## src/rtl/alu_flag_stage.sv

```systemverilog
// rtl/alu_flag_stage.sv - ALU result FIFO stage with condition-flag commit on consume
//
// Buffers ALU results in a small in-order FIFO so a stalling consumer does not
// back-pressure the combinational ALU. Condition flags are committed from each
// entry as it leaves the FIFO.
//
// Optional feature macro: ALU_ERR_CNT_EN (adds the saturating err_cnt output).
//
// Ports:
//   clk, rst             rising-edge clock, asynchronous active-high reset
//   in_valid / in_ready  producer handshake (in_ready low when full or in reset)
//   ALU_Out, Error,      ALU result, signed-overflow indication, opcode
//   Opcode               (0 add, 1 sub, 2 nand, 3 xor)
//   out_valid/out_ready  consumer handshake for the head entry
//   Result, Opcode_Out,  head entry fields; Err_Out is forced 0 for logic ops
//   Err_Out
//   Flag_Z/N/V           flags committed from the most recently consumed entry
//   err_cnt              (ALU_ERR_CNT_EN only) saturating count of consumed errors
module alu_flag_stage #(
    parameter int WIDTH = 4,
    parameter int DEPTH = 2,
    parameter int CNT_W = 8
) (
    input  logic             clk,
    input  logic             rst,
    input  logic             in_valid,
    output logic             in_ready,
    input  logic [WIDTH-1:0] ALU_Out,
    input  logic             Error,
    input  logic [1:0]       Opcode,
    output logic             out_valid,
    input  logic             out_ready,
    output logic [WIDTH-1:0] Result,
    output logic [1:0]       Opcode_Out,
    output logic             Err_Out,
    output logic             Flag_Z,
    output logic             Flag_N,
    output logic             Flag_V
`ifdef ALU_ERR_CNT_EN
    ,
    output logic [CNT_W-1:0] err_cnt
`endif
);

    localparam int AW = $clog2(DEPTH);
    localparam int PW = AW + 1;

    if (DEPTH < 2 || (DEPTH & (DEPTH - 1)) != 0 || CNT_W < 1) begin : g_param_check
        $error("alu_flag_stage: DEPTH must be a power of two >= 2 and CNT_W >= 1");
    end

    typedef struct packed {
        logic [1:0]       op;
        logic [WIDTH-1:0] res;
        logic             err;
    } entry_t;

    entry_t        mem [DEPTH];
    logic [PW-1:0] wr_ptr;
    logic [PW-1:0] rd_ptr;
    logic          full;
    logic          empty;
    logic          push;
    logic          pop;
    entry_t        head;

    // Extra pointer MSB distinguishes full from empty when the indices match.
    assign full  = (wr_ptr[AW] != rd_ptr[AW]) && (wr_ptr[AW-1:0] == rd_ptr[AW-1:0]);
    assign empty = (wr_ptr == rd_ptr);

    // in_ready depends only on registered state and rst, never on out_ready,
    // so a full FIFO turns away a push even while it is being drained.
    assign in_ready  = ~full & ~rst;
    assign out_valid = ~empty;
    assign push      = in_valid & in_ready;
    assign pop       = out_valid & out_ready;

    assign head       = mem[rd_ptr[AW-1:0]];
    assign Result     = head.res;
    assign Opcode_Out = head.op;
    assign Err_Out    = head.err;

    // Storage is cleared on reset so the head fields read zero until the first push.
    always_ff @(posedge clk or posedge rst) begin
        if (rst) begin
            wr_ptr <= '0;
            rd_ptr <= '0;
            for (int i = 0; i < DEPTH; i++) begin
                mem[i] <= '0;
            end
        end else begin
            if (push) begin
                // Overflow is meaningless for the logic ops, so it is dropped at capture.
                mem[wr_ptr[AW-1:0]] <= '{op: Opcode, res: ALU_Out, err: Error & ~Opcode[1]};
                wr_ptr              <= wr_ptr + PW'(1);
            end
            if (pop) begin
                rd_ptr <= rd_ptr + PW'(1);
            end
        end
    end

    // Flags are taken from the entry leaving the FIFO; N and V only follow
    // arithmetic ops and keep their earlier values across logic ops.
    always_ff @(posedge clk or posedge rst) begin
        if (rst) begin
            Flag_Z <= 1'b0;
            Flag_N <= 1'b0;
            Flag_V <= 1'b0;
        end else if (pop) begin
            Flag_Z <= (head.res == '0);
            if (!head.op[1]) begin
                Flag_N <= head.res[WIDTH-1];
                Flag_V <= head.err;
            end
        end
    end

`ifdef ALU_ERR_CNT_EN
    always_ff @(posedge clk or posedge rst) begin
        if (rst) begin
            err_cnt <= '0;
        end else if (pop && head.err && (err_cnt != '1)) begin
            err_cnt <= err_cnt + CNT_W'(1);
        end
    end
`endif

endmodule
```

## config.mk

```make
export PLATFORM = sky130hd
export DESIGN_NAME = alu_flag_stage
export DESIGN_NICKNAME = d
export VERILOG_FILES = /design/src/rtl/alu_flag_stage.sv
export SDC_FILE = /design/constraint.sdc
export NUM_CORES = 1
export LEC_CHECK = 0
export BUFFER_PORTS_ARGS = -buffer_cell sky130_fd_sc_hd__buf_2
export CAP_MARGIN = 20
export CORE_MARGIN = 2
export CORE_UTILIZATION = 41
export CTS_CLUSTER_SIZE = 16
export DETAILED_ROUTE_END_ITERATION = 10
export SLEW_MARGIN = 15
export SYNTH_ARGS = -nofsm -noshare
export SYNTH_HDL_FRONTEND = slang
export SYNTH_SLANG_ARGS = --single-unit
```

## constraint.sdc

```tcl
create_clock -name clk -period 4.32 [get_ports clk]
set_clock_uncertainty 0.15 [all_clocks]
set_input_delay 0.648 -clock clk [delete_from_list [all_inputs] [get_ports clk]]
set_output_delay 0.648 -clock clk [all_outputs]
set_load 0.02 [all_outputs]
```

==> results.yml <==
status:
  outcome: "complete, no violations"
logic_synthesis:
  avgSynthCellArea_um2: 14.1
  yosysTopAreaCell: "dfrtp_1"
  syn-num-nets: 80
  synth_flop_cell: "dfrtp_1"
  synthTopCellsByArea: "dfrtp_1, mux2_2, xnor2_1, mux2_1, xor2_1"
  synth_edf_count: 0
  ys.warnings.count: 0
  synthesis.area_um2: 973
  synth_top_cell_area_share_pct: 54.0
  synthCells: 69
  yosys.cell_types.count: 19
  ys_ff_latch: 21
  synthTopCellsByCount: "dfrtp_1, mux2_2, xnor2_1, inv_1"
  synth-seq-area-share_pct: 54.0
  synthArstFlopShare_pct: 100
sta:
  worstMarginPinSlew_ns: 0.758
  setup_tns_ns: 0
  setup_viol: 0
  relSlewSlack_pct: 49.4
  final_hold_viol_count: 0
  fmax_mhz: 411
  drv_slew: 0
  grt_setup_unrepaired: "no"
  fin_crit_sh_pct: 56.4
  period_minus_slack_ns: 2.44
  holdWs_ns: 0.348
min_path:
  hp-class: "in -> async"
setup_path:
  worstSetupPathDepth: 3
  cpLargestDelayFamily: "flip-flops"
  slowest_delay_ns: 0.72
  critPathLaunch: "rd_ptr[0]$_DFFE_PP0P_"
  slowest_stage: "dfrtp_1"
  r2r_end: "Flag_N$_DFFE_PP0P_"
  crit_path_end: "in_ready"
  start_kind: "register"
  crit_path_cell_trace: "xnor2_1 -> a21oi_1 -> buf_2"
  r2r_setup_slack_ns: 2.35
  worstPathRequired_ns: 3.52
  critical_path_arrival_ns: 1.64
  crit_path_max_fanout: 13
  timing.rr.start: "rd_ptr[0]$_DFFE_PP0P_"
  critPathKind: "reg -> out"
  reg2regPathDepth: 3
  cp.buffers_inverters: 1
  worst_setup_path_end_kind: "output pin"
clock_tree:
  cts_resized: 0
  clk_pin_slew_ns: 0.11
  clock_path_buffers: 2
  postCtsHoldBufs: 0
  htree_levels: 1
  clock_latency_ns: 0.29
  cts_tree: "built"
  cts_setup_buffers: 0
  cts.sinks: 21
  root_buffer: "clkbuf_4"
  numCtsBuffers: 3
placement:
  port-buffer-count: 22
  gp_congestion: 0.676
  hpwlAfterDp_um: 1250
  placedCellCount: 118
  placed_area_um2: 1110
floorplan:
  rows: 17
  die_w_um: 52.7
  start_util_pct: 43.6
  coreArea_um2: 2230
  ios: 23
  dieArea_um2: 2780
  die_y_um: 52.7
global_route:
  grt_antenna_before_repair: 0
  grt_max_degree: 22
  overflow: 0
  grt_pass1_vias: 634
  grt_pass1_wl_um: 2840
  grt_usage_pct: 14.5
power:
  cellLeakagePower_nw: 0.528
  ir_drop_mv: 0.368
  powerDensity_nw_per_um2: 826
route:
  postRouteAntennaNets: 0
  via_count: 609
  finalWirelength_um: 1640
  drt_iter0_markers: 10
  route.detailed.drc: 0
  wl_per_cell_um: 13.4
  vias_per_cell: 4.99
  first_pass_iters: 4
layout:
  postLayoutCoreUtil_pct: 50.8
  nFillCells: 213
  syn_to_final_growth_pct: 16.5
  num_antenna_cells: 0
  drive_gt1_share_pct: 53.2
  finalNonFillerCells: 122
  final_area_um2: 1130
  layout.nets: 106
job:
  cap_violations: 0
## state kept, by name, indices dropped and copies added (netlist names)
name / flops
rd_ptr: 2
Flag_N: 1
Flag_Z: 1
wr_ptr: 2
mem: 14
Flag_V: 1
## routing by layer
| layer | vias to the layer above | GRT usage (%) | wire length (um) |
|---|---|---|---|
| met5 | - | 0 | 0 |
| met4 | 0 | 7.69 | 13 |
| met3 | 2 | 2.00 | 64 |
| met2 | 16 | 22.1 | 788 |
| met1 | 297 | 19.8 | 770 |
| li1 | 294 | - | - |
## per-stage QoR
stage	power (mW)	worst slack, ns
2_1_floorplan	0.735	2.53
5_1_grt	1.01	1.72
3_5_place_dp	0.858	2.21
3_3_place_gp	0.845	2.27
4_1_cts	0.949	1.87
6_report	0.937	1.88
## power breakdown
group	switching, mW	internal (mW)
clock	0.0543	0.0359
combinational	0.252	0.228
sequential	0.0733	0.292
## area by class of cell
type / instances / area [um2] / share of cell area (%)
clock buffers: 4 / 26.3 / 2.32
well taps: 28 / 35.0 / 3.09
flip-flops and latches: 21 / 526 / 46.4
multi-input cells: 44 / 425 / 37.5
inverters: 3 / 11.3 / 0.993
repair buffers: 22 / 110 / 9.71
## cell families (layout without fill, tap and decap cells)
family	Yosys count	in the layout	synth area share, %
multiplexers	24	24	28.1
flip-flops	21	21	54.0
AO/OA/AOI/OAI	7	7	6.04
AND/OR/NAND/NOR	7	7	4.11
XOR/XNOR	6	6	5.40
buffers and inverters	4	29	2.31
## placed cells by master, fill, tap and decap left out, types with 2 or more instances in the layout
master    instances
buf_2            22
clkbuf_4          3
dfrtp_1          21
inv_1             3
mux2_1            2
mux2_2           21
nand3_1           2
nor2b_1           2
o211ai_1          2
xnor2_1           4
xor2_1            2
## worst min path at each step
stage,cells past startpoint,from,slack (ns),endpoint
after CTS,1,Flag_V$_DFFE_PP0P_,0.36,Flag_V$_DFFE_PP0P_
final,2,rst,0.35,wr_ptr[0]$_DFFE_PP0P_
after detailed placement,1,Flag_V$_DFFE_PP0P_,0.33,Flag_V$_DFFE_PP0P_
after global placement,1,Flag_V$_DFFE_PP0P_,0.32,Flag_V$_DFFE_PP0P_
after floorplan,1,mem[0]$_DFFE_PP0P_,0.32,mem[0]$_DFFE_PP0P_
after global routing,1,Flag_V$_DFFE_PP0P_,0.37,Flag_V$_DFFE_PP0P_
(Power assumes the default switching activity.)
